`config.mk`:
```
export PLATFORM = sky130hd
export DESIGN_NAME = rtc_multi_alrm
export DESIGN_NICKNAME = d
export VERILOG_FILES = /design/src/rtl/rtc_multi_alrm.sv
export SDC_FILE = /design/constraint.sdc
export NUM_CORES = 1
export LEC_CHECK = 0
export ABC_CLOCK_PERIOD_IN_PS = 12300
export CORE_ASPECT_RATIO = 2
export CORE_MARGIN = 5
export CORE_UTILIZATION = 35
export DETAILED_ROUTE_END_ITERATION = 10
export HOLD_SLACK_MARGIN = 0.05
export PLACE_DENSITY = 0.55
export SYNTH_ARGS = -nofsm -noshare
export SYNTH_HDL_FRONTEND = slang
export SYNTH_SLANG_ARGS = --single-unit
```
`constraint.sdc`:
```
create_clock -name clk_i -period 12.3 [get_ports clk_i]
set_input_delay 2.46 -clock clk_i [delete_from_list [all_inputs] [get_ports clk_i]]
set_output_delay 2.46 -clock clk_i [all_outputs]
set_load 0.05 [all_outputs]
```
`src/rtl/rtc_multi_alrm.sv`:
```
// Real-time counter core: prescaler, free-running counter, ALRM_NUM exact-match alarms, sticky W1C status.
// Optional timestamp capture is enabled with `define RTC_CAPTURE_EN.
module rtc_multi_alrm #(
    parameter int CNT_WIDTH      = 32,
    parameter int PSCR_WIDTH     = 20,
    parameter int ALRM_NUM       = 4,
    parameter int ALRM_SEL_WIDTH = (ALRM_NUM > 1) ? $clog2(ALRM_NUM) : 1,
`ifdef RTC_CAPTURE_EN
    parameter int ISTA_WIDTH     = ALRM_NUM + 3
`else
    parameter int ISTA_WIDTH     = ALRM_NUM + 2
`endif
) (
    input  logic                      clk_i,
    input  logic                      rst_i,
    input  logic                      en_i,
    input  logic                      pscr_wr_i,
    input  logic [PSCR_WIDTH-1:0]     pscr_i,
    input  logic                      cnt_wr_i,
    input  logic [CNT_WIDTH-1:0]      cnt_wdata_i,
    input  logic                      alrm_wr_i,
    input  logic [ALRM_SEL_WIDTH-1:0] alrm_sel_i,
    input  logic [CNT_WIDTH-1:0]      alrm_cmp_i,
    input  logic [CNT_WIDTH-1:0]      alrm_per_i,
    input  logic                      alrm_mode_i,
    input  logic                      alrm_arm_i,
    input  logic [ISTA_WIDTH-1:0]     ie_i,
    input  logic [ISTA_WIDTH-1:0]     ista_clr_i,
`ifdef RTC_CAPTURE_EN
    input  logic                      cap_trg_i,
    output logic [CNT_WIDTH-1:0]      cap_o,
`endif
    output logic                      tick_o,
    output logic [CNT_WIDTH-1:0]      cnt_o,
    output logic [ALRM_NUM-1:0]       alrm_armed_o,
    output logic [ISTA_WIDTH-1:0]     ista_o,
    output logic                      irq_o
);

    localparam int OVF_BIT  = ALRM_NUM;
    localparam int TICK_BIT = ALRM_NUM + 1;

    logic [PSCR_WIDTH-1:0] pscr_q_r;
    logic [PSCR_WIDTH-1:0] psc_cnt_r;
    logic [CNT_WIDTH-1:0]  cnt_r;
    logic [CNT_WIDTH-1:0]  cnt_inc_s;
    logic [CNT_WIDTH-1:0]  cmp_r [ALRM_NUM];
    logic [CNT_WIDTH-1:0]  per_r [ALRM_NUM];
    logic [ALRM_NUM-1:0]   mode_r;
    logic [ALRM_NUM-1:0]   armed_r;
    logic [ALRM_NUM-1:0]   match_s;
    logic [ALRM_NUM-1:0]   alrm_we_s;
    logic [ISTA_WIDTH-1:0] ista_r;
    logic [ISTA_WIDTH-1:0] ista_set_s;
    logic                  tick_s;
    logic                  ovf_s;

    // Any register write to the timebase swallows the tick so no alarm/overflow is evaluated on a load.
    assign tick_s    = en_i & (psc_cnt_r == pscr_q_r) & ~pscr_wr_i & ~cnt_wr_i;
    assign cnt_inc_s = cnt_r + {{(CNT_WIDTH-1){1'b0}}, 1'b1};
    assign ovf_s     = tick_s & (&cnt_r);

    // Per-channel match against the next counter value and write decode.
    always_comb begin
        match_s   = {ALRM_NUM{1'b0}};
        alrm_we_s = {ALRM_NUM{1'b0}};
        for (int k = 0; k < ALRM_NUM; k++) begin
            match_s[k]   = tick_s & armed_r[k] & (cnt_inc_s == cmp_r[k]);
            alrm_we_s[k] = alrm_wr_i & ({1'b0, alrm_sel_i} == (ALRM_SEL_WIDTH+1)'(k));
        end
    end

`ifdef RTC_CAPTURE_EN
    localparam int CAP_BIT = ALRM_NUM + 2;
    logic                 cap_trg_q_r;
    logic                 cap_rise_s;
    logic [CNT_WIDTH-1:0] cap_r;

    assign cap_rise_s = cap_trg_i & ~cap_trg_q_r;

    // Edge detector and capture register; samples the pre-increment counter.
    always_ff @(posedge clk_i or posedge rst_i) begin
        if (rst_i) begin
            cap_trg_q_r <= 1'b0;
            cap_r       <= {CNT_WIDTH{1'b0}};
        end else begin
            cap_trg_q_r <= cap_trg_i;
            if (cap_rise_s) begin
                cap_r <= cnt_r;
            end
        end
    end

    assign cap_o = cap_r;
`endif

    // Status set sources for this cycle.
    always_comb begin
        ista_set_s                 = {ISTA_WIDTH{1'b0}};
        ista_set_s[ALRM_NUM-1:0]   = match_s;
        ista_set_s[OVF_BIT]        = ovf_s;
        ista_set_s[TICK_BIT]       = tick_s;
`ifdef RTC_CAPTURE_EN
        ista_set_s[CAP_BIT]        = cap_rise_s;
`endif
    end

    // Prescaler reload register and divider counter.
    always_ff @(posedge clk_i or posedge rst_i) begin
        if (rst_i) begin
            pscr_q_r  <= {PSCR_WIDTH{1'b0}};
            psc_cnt_r <= {PSCR_WIDTH{1'b0}};
        end else begin
            if (pscr_wr_i) begin
                pscr_q_r <= pscr_i;
            end
            if (pscr_wr_i || cnt_wr_i || tick_s) begin
                psc_cnt_r <= {PSCR_WIDTH{1'b0}};
            end else if (en_i) begin
                psc_cnt_r <= psc_cnt_r + {{(PSCR_WIDTH-1){1'b0}}, 1'b1};
            end
        end
    end

    // Main counter: load has priority over increment.
    always_ff @(posedge clk_i or posedge rst_i) begin
        if (rst_i) begin
            cnt_r <= {CNT_WIDTH{1'b0}};
        end else if (cnt_wr_i) begin
            cnt_r <= cnt_wdata_i;
        end else if (tick_s) begin
            cnt_r <= cnt_inc_s;
        end
    end

    // Alarm channels: a host write overrides the match-driven re-arm on the same channel.
    always_ff @(posedge clk_i or posedge rst_i) begin
        if (rst_i) begin
            for (int k = 0; k < ALRM_NUM; k++) begin
                cmp_r[k] <= {CNT_WIDTH{1'b0}};
                per_r[k] <= {CNT_WIDTH{1'b0}};
            end
            mode_r  <= {ALRM_NUM{1'b0}};
            armed_r <= {ALRM_NUM{1'b0}};
        end else begin
            for (int k = 0; k < ALRM_NUM; k++) begin
                if (alrm_we_s[k]) begin
                    cmp_r[k]   <= alrm_cmp_i;
                    per_r[k]   <= alrm_per_i;
                    mode_r[k]  <= alrm_mode_i;
                    armed_r[k] <= alrm_arm_i;
                end else if (match_s[k]) begin
                    if (mode_r[k]) begin
                        cmp_r[k] <= cmp_r[k] + per_r[k];
                    end else begin
                        armed_r[k] <= 1'b0;
                    end
                end
            end
        end
    end

    // Sticky status; a set beats a simultaneous clear.
    always_ff @(posedge clk_i or posedge rst_i) begin
        if (rst_i) begin
            ista_r <= {ISTA_WIDTH{1'b0}};
        end else begin
            ista_r <= (ista_r & ~ista_clr_i) | ista_set_s;
        end
    end

    assign tick_o       = tick_s;
    assign cnt_o        = cnt_r;
    assign alrm_armed_o = armed_r;
    assign ista_o       = ista_r;
    assign irq_o        = |(ista_r & ie_i);

endmodule

```
==> summary.txt <==
Placement
  – Placer's final routability congestion estimate: 0.981
  – Hpwl dp: 65900 um
  – Port Buf Inserts: 181

STA
  – Fmax: 0.124 GHz
  – Unrepaired setup endpoints after global routing: no
  – Layout Skew: 36.1 ps
  – # setup viols final: 0
  – Final Cycle Share: 65.5%
  – Final hold violations: 0
  – Final min period: 8050 ps
  – Setup TNS Final: 0 ps
  – Final Max Slew Viols: 0
  – Slew headroom: 17.3%
  – Worst Tran Pin Value: 1230 ps

CTS
  – CTS clk-pin slew, worst paths: 60 ps
  – CTS sink count: 342
  – TritonCTS Buffers: 37
  – Htree depth: 2
  – CTS tree: built
  – Post-CTS Repair Setup Buffers: 0
  – Hold_buf cts: 0
  – Clock buffer depth: 3
  – Clk_lat worst skew: 580 ps
  – Post-cts sizing count: 0
  – Root Buffer: clkbuf_16

Die
  – Initial Utilization: 35.3%
  – Die height: 377 um
  – Core Area: 66700 um^2
  – # IOs: 182
  – Die width: 193 um
  – Die area: 72800 um^2
  – Row count: 134

Pwr
  – Worst-case vdd ir drop: 102 uV
  – Cell Pwr Density: 154 nW/um^2
  – Leakage power: 12.2 nW
  – Overall power: 4.23 mW

Flow run
  – Max-cap violations: 0

Setup path
  – CP Max Fanout: 25
  – Arrival time worst endpoint: 5590 ps
  – Startpoint Class: input pin
  – Crit path kind: input pin to output port
  – Crit end category: output port
  – WP data required: 9840 ps

Logic synthesis
  – Cell Area, Synth: 23500 um^2
  – #FFs+latches synth: 342
  – Sequential share of the synthesized area: 36.4%
  – Synth Flop Type: dfrtp_1
  – Syn Nets: 3103
  – Cells after synthesis: 2835
  – Mean post-synth cell area: 8.30 um^2
  – Synth cell types: 86
  – Ys Warns: 0
  – Synth async-reset ratio: 100%
  – Post-synth EDFFs: 0

Drt
  – Drt total wl: 84600 um
  – First-pass iteration count of the detailed router: 6
  – WL per Instance: 22.0 um
  – DRC: 0
  – DRT antenna net count: 0
  – DRT iter0 DRCs: 1296
  – Drt via density: 5.50
  – Vias: 21.2k

Global route
  – Met2 GRT Util: 41.5%
  – Gr busiest metal: met2
  – Met3 usage: 3.21%
  – Initial antenna violation count: 3
  – Met1 usage: 25.0%
  – First-pass GRT wire length: 128000 um
  – Number of global-route vias before repair: 21.5k
  – Overall global routing resource usage: 22.4%
  – Largest net degree at the start of global routing: 154
  – GRT overflow: 0

Layout
  – Area delta synth->final: 16.6%
  – Layout cells sized above 1: 4.79%
  – # nets final: 3206

Min path
  – Tightest Hold Check Type: flop to flop

Run status
  – Status: finished, final reports clean
[placed cells by master, fill, tap and decap left out, types with 39 or more instances in the layout]
master           instances
ha_1                   126
nor2_1                 191
mux2i_1                 55
o21ai_0                191
inv_1                   63
xnor2_1                157
xor2_1                 150
a21oi_1                178
clkdlybuf4s50_1        180
clkbuf_16               39
a21o_1                  55
nand3_1                 69
nand2_1                657
dfrtp_1                342
[power breakdown]
part,total [mW],switching [mW],internal [mW]
logic,1.47,0.853,0.620
clock network,1.28,0.508,0.772
registers,1.48,0.199,1.28
[cell families after synthesis]
logic type / after synthesis / share of synthesized area (%)
and+or+nand+nor: 1161 / 22.1
AOI/OAI and AO/OA: 614 / 15.9
DFF: 342 / 36.4
xor gates and xnor gates: 311 / 11.8
buffers and inverters: 201 / 3.44
adders and majority gates: 130 / 7.04
muxes: 76 / 3.35
[layer usage]
metal | up-vias | part of all wire [%]
met2 | 734 | 51
li1 | 10012 | -
met3 | 188 | 5.3
met5 | - | 0.015
met4 | 2 | 5.5
met1 | 10256 | 38
[flip-flops by register name, indices dropped and copies added (netlist names)]
| register | count |
|---|---|
| pscr_q_r | 20 |
| alrm_armed_o | 4 |
| per_r | 128 |
| ista_o | 6 |
| mode_r | 4 |
| cnt_o | 32 |
| cmp_r | 128 |
| psc_cnt_r | 20 |
[critical path, cell delays in order]
cell,delay (ps)
clkdlybuf4s50_1,970
nor3_1,1170
clkdlybuf4s50_1,990
[synthesized netlist by cell type (7+ instances only)]
cell | n | share of area, %
ha_1 | 126 | 6.7
xor2_1 | 150 | 5.6
nand3_1 | 70 | 1.5
buf_2 | 16 | 0.34
nand2b_1 | 19 | 0.51
or3_1 | 11 | 0.29
and4_1 | 9 | 0.34
o211ai_1 | 16 | 0.51
a31oi_1 | 37 | 0.98
o21bai_1 | 11 | 0.35
dfrtp_1 | 342 | 36
xnor2_1 | 157 | 5.8
and2_1 | 14 | 0.37
nor3_1 | 33 | 0.70
nand2_1 | 657 | 10
o21ai_0 | 191 | 4.1
a21oi_1 | 178 | 3.8
o21a_1 | 13 | 0.41
nand4_1 | 38 | 1.0
nand3b_1 | 7 | 0.22
buf_4 | 7 | 0.22
nor4_1 | 20 | 0.53
clkbuf_1 | 109 | 1.7
o21ai_1 | 7 | 0.15
a2111oi_0 | 7 | 0.26
nor2_1 | 193 | 3.1
mux2i_1 | 55 | 2.3
nor2b_1 | 22 | 0.59
a21o_1 | 55 | 1.8
and3_1 | 26 | 0.69
inv_1 | 64 | 1.0
nor3b_1 | 8 | 0.26
a211oi_1 | 14 | 0.45
mux2_2 | 21 | 1.0
o2111ai_1 | 11 | 0.41
[worst paths after layout]
check	start	to	slack, ps	cells after the start
max	pscr_wr_i	tick_o	4250	3
min in group asynchronous	rst_i	per_r[58]	2500	2
min	per_r[40]	per_r[40]	480	2
max reg2reg	cnt_o[0]	cmp_r[63]	6050	13
min reg2reg	per_r[40]	per_r[40]	480	2
max in group asynchronous	rst_i	cnt_o[6]	8240	3
[metrics by stage]
stage / std cells / util [%] / hold slack [ps] / instance area (um^2) / worst slack, ps
2_1_floorplan: 2835 / - / 450 / 23500 / 360
3_3_place_gp: 3783 / 39.0 / 464 / 26100 / 4490
3_5_place_dp: 3783 / 39.0 / 470 / 26100 / 4470
4_1_cts: 3851 / 41.1 / 486 / 27400 / 4470
5_1_grt: 3851 / 41.1 / 497 / 27400 / 4220
6_report: 3853 / 41.1 / 479 / 27400 / 4250
[area by class of cell]
class | count | area [um^2]
timing repair buffer | 200 | 1960
tap | 884 | 1110
clock inverter | 16 | 269
sequential | 342 | 8560
inverter | 65 | 251
clock buffer | 52 | 1090
multi-input combinational | 2292 | 14200
antenna | 2 | 5.00
fill | 6816 | 39300
Note: power is estimated with default switching activity, not from simulation.
==> RTL change 1 (config.mk and constraints unchanged) <==
Change the parameter `ALRM_NUM` from 4 to 2.
--- a/src/rtl/rtc_multi_alrm.sv
+++ b/src/rtl/rtc_multi_alrm.sv
@@ -5,3 +5,3 @@
     parameter int PSCR_WIDTH     = 20,
-    parameter int ALRM_NUM       = 4,
+    parameter int ALRM_NUM       = 2,
     parameter int ALRM_SEL_WIDTH = (ALRM_NUM > 1) ? $clog2(ALRM_NUM) : 1,
Interface: changed (5 resized); port bits go from 182 to 173. No check against the original RTL was run, so the function may have changed too.
==> RTL change 1 against the unedited design <==
Sequential cell count decreased by 134; power decreased by 44%; synthesized area decreased by 37%; highest routed layer is now met4; die area decreased by 36%; critical path depth increased by 3; sequential share of layout area decreased by 1.8 points; clock power decreased by 40%; non-clock buffer count decreased by 11; routed wire length decreased by 36%; synthesized cell count decreased by 38%; via count decreased by 36%; setup slack improved by 0.61 ns; final area decreased by 35%; utilization increased by 1.3 points.
==> RTL change 1: results (changes against the unedited design) <==
outcome:
  status: "completed"
detailed_routing:
  dr_wl_met2_um: 28500  # -34%
  drtIter0Drc: 720  # -44%
  vias: 13600  # -36%
  finalWirelength_um: 54600  # -36%
  viasPerCell: 5.58  # +1.5%
  wirelength_met1_um: 19600  # -38%
power:
  swShare_pct: 35.3  # -1.6 points
  leakagePower_nw: 7.64  # -37%
  vdd_drop_max_mv: 0.0938  # -8.2%
global_routing:
  grt_max_degree: 139  # -9.7%
  gr-usage-met3_pct: 2.17  # -1.0 points
  grtUsageMet2_pct: 42.3  # +0.79 points
  grt_pass1_wl_um: 81800  # -36%
worst_setup_path:
  r2r-start: "cnt_o[16]$_DFFE_PP0P_"
  worstPathArrival_ns: 4.99  # -0.60 ns
  rrSetupSlack_ns: 6.84  # +0.79 ns
  crit_fanout: 7  # -72%
  reg2reg_depth: 11  # -2
final_layout:
  fillers: 4272  # -37%
  diodes: 0  # -2
clock_network:
  h-tree-depth: 1  # -1
  clock_latency_ns: 0.55  # -0.03 ns
logic_synthesis:
  syn-mean-instance-area_um2: 8.36  # +0.77%
  syn-num-nets: 1960  # -37%
  synth_top_cells_by_area: "dfrtp_1, nand2_1, xnor2_1"
timing:
  fin_worst_skew_ns: 0.0208  # -0.0153 ns
  hold_ws_ns: 0.479  # +0.000333 ns
  min_period_ns: 7.45  # -0.606 ns
place:
  dpl.hpwl_um: 42600  # -35%
  port_buffers: 172  # -5.0%
==> RTL change 1: cell type report <==
| type | count | share of cell area [%] |
|---|---|---|
| multi-input combinational | 1422 | 50.8 |
| sequential | 208 | 29.4 |
| timing repair buffer | 189 | 10.4 |
| clock buffer | 31 | 3.94 |
| tap | 540 | 3.82 |
| clock inverter | 12 | 0.876 |
| inverter | 32 | 0.721 |
==> RTL change 1: kinds of logic (layout without fill, tap and decap cells) <==
logic type	after synthesis	count (layout)	synth area share, %
multiplexers	61	61	4.32
AND/OR/NAND/NOR	725	725	23.2
buffers and inverters	131	264	3.59
flip-flops	208	208	35.4
adder cells (fa/ha/maj)	66	66	5.71
XOR/XNOR	197	197	12.2
AO/OA/AOI/OAI	373	373	15.7
==> RTL change 1: worst max-delay path, stage by stage <==
cell	delay (ns)
clkdlybuf4s50_1	0.63
nor2b_1	0.21
nand3_1	0.22
or3_1	0.51
inv_1	0.13
clkdlybuf4s50_1	0.82
==> RTL change 2 (same settings) <==
Made on the original files. Add an input register stage for `pscr_i`, with the module's reset; this delays it by one clock. The other inputs are not delayed to match.
--- a/src/rtl/rtc_multi_alrm.sv
+++ b/src/rtl/rtc_multi_alrm.sv
@@ -41,2 +41,12 @@
     localparam int TICK_BIT = ALRM_NUM + 1;
+
+    logic [PSCR_WIDTH-1:0] pscr_q;
+
+    always_ff @(posedge clk_i or posedge rst_i) begin
+        if (rst_i) begin
+            pscr_q <= '0;
+        end else begin
+            pscr_q <= pscr_i;
+        end
+    end
 
@@ -114,3 +124,3 @@
             if (pscr_wr_i) begin
-                pscr_q_r <= pscr_i;
+                pscr_q_r <= pscr_q;
             end
Function: changed (a bounded check fails within 4 cycles, from zero or initial values and one cycle with rst_i high).
==> RTL change 2 against the unedited design <==
Global-route usage rose by 0.28 points; sequential cell count rose by 20; utilization barely moved; combinational power fell by 6%; hold slack got worse by 0.0031 ns; first-iteration DRC count fell by 2.7%; final cell count rose by 0.26%; final area rose by 1.2%; register-to-register slack improved by 0.26 ns; synthesized area rose by 1.1%; setup slack improved by 0.66 ns; power barely moved; routed wire length rose by 0.48%; via count fell by 0.82%; critical endpoint unchanged; largest cell class unchanged.
==> RTL change 2: results (changes against the unedited design) <==
global_routing:
  grt_pass1_wl_um: 130000  # +1.2%
  grt_usage_pct: 22.7  # +0.28 points
  antenna_found_initial: 0  # -3
  grt_pass1_vias: 21700  # +0.74%
  grt_max_degree: 147  # -4.5%
power:
  vdd_drop_max_mv: 0.105  # +2.3%
  p_comb_w: 0.00138  # -6%
logic_synthesis:
  synth_top_cells_by_area: "dfrtp_1, nand2_1, ha_1"
  syn-num-nets: 3094  # -0.29%
  syn-mean-instance-area_um2: 8.41  # +1.4%
  synth_cell_types: 81  # -5.8%
  synth_top_cells_by_count: "nand2_1, dfrtp_1, o21ai_0"
  synth_top_area_share_pct: 38.1  # +1.7 points
hold_path:
  hold_path_depth: 1  # -1
  hold_end: "pscr_q_r[10]$_DFFE_PP0P_"
  hp-start: "pscr_q[10]$_DFF_PP0_"
detailed_routing:
  drtIter0Drc: 1261  # -2.7%
  viasPerCell: 5.44  # -1.1%
  vias: 21000  # -0.82%
  avgRoutedWirePerCell_um: 22.0  # +0.22%
worst_setup_path:
  crit_fanout: 22  # -12%
  r2r_end: "cmp_r[91]$_DFFE_PP0P_"
  rrSetupSlack_ns: 6.31  # +0.26 ns
  critPathSlowestCell: "clkdlybuf4s50_1"
final_layout:
  diodes: 0  # -2
  fin_nets: 3212  # +0.19%
  drive_gt1_share_pct: 4.98  # +0.19 points
  fillers: 6878  # +0.91%
place:
  placed_cell_area_mm2: 0.0264  # +1.3%
  place_congestion: 0.987  # +0.62%
  dp_cells: 3793  # +0.26%
outcome:
  status: "completed"
RTL change 2: cell types whose count changed after synthesis, sizes merged, moves of 12 or more:
cell / unedited run / this run
nand3: 72 / 42
dfrtp: 342 / 362
a31oi: 37 / 19
a21oi: 179 / 191
o21ai: 198 / 238
xor2: 150 / 127
xnor2: 157 / 180
RTL change 2: stage by stage:
step | utilization, % | hold slack [ns] | setup WS (ns) | power, W
2_1_floorplan | - | 0.450 | 4.99 | 0.00250
3_3_place_gp | 39.1 | 0.465 | 4.89 | 0.00291
3_5_place_dp | 39.1 | 0.463 | 4.91 | 0.00295
4_1_cts | 41.1 | 0.478 | 4.91 | 0.00426
5_1_grt | 41.1 | 0.491 | 4.79 | 0.00448
6_report | 41.1 | 0.476 | 4.90 | 0.00423
RTL change 2: area by class of cell:
cell class / instances / share of cell area, %
multi-input cells: 2266 / 50.2
flip-flops and latches: 362 / 32.6
repair buffers: 209 / 7.31
clock buffers: 55 / 4.10
well taps: 890 / 4.01
inverters: 66 / 0.906
clock inverters: 15 / 0.852
RTL change 2: metal layers:
metal,global-route usage [%],vias up,share of wire [%]
met3,2.65,228,4.7
met1,25.3,10100,37
met5,0,-,0
met4,14.9,0,7.9
li1,-,9985,-
met2,40.7,702,50
RTL change 2: kinds of logic (layout without fill, tap and decap cells):
kind of cell             Yosys count  after routing  synth area share [%]
flip-flops                       362            362                  38.1
AND/OR/NAND/NOR                 1113           1113                  20.6
buffers and inverters            198            345                  3.47
multiplexers                      76             76                  3.32
XOR/XNOR                         309            309                  11.5
adder cells (fa/ha/maj)          130            130                  6.97
AO/OA/AOI/OAI                    638            638                  16.0
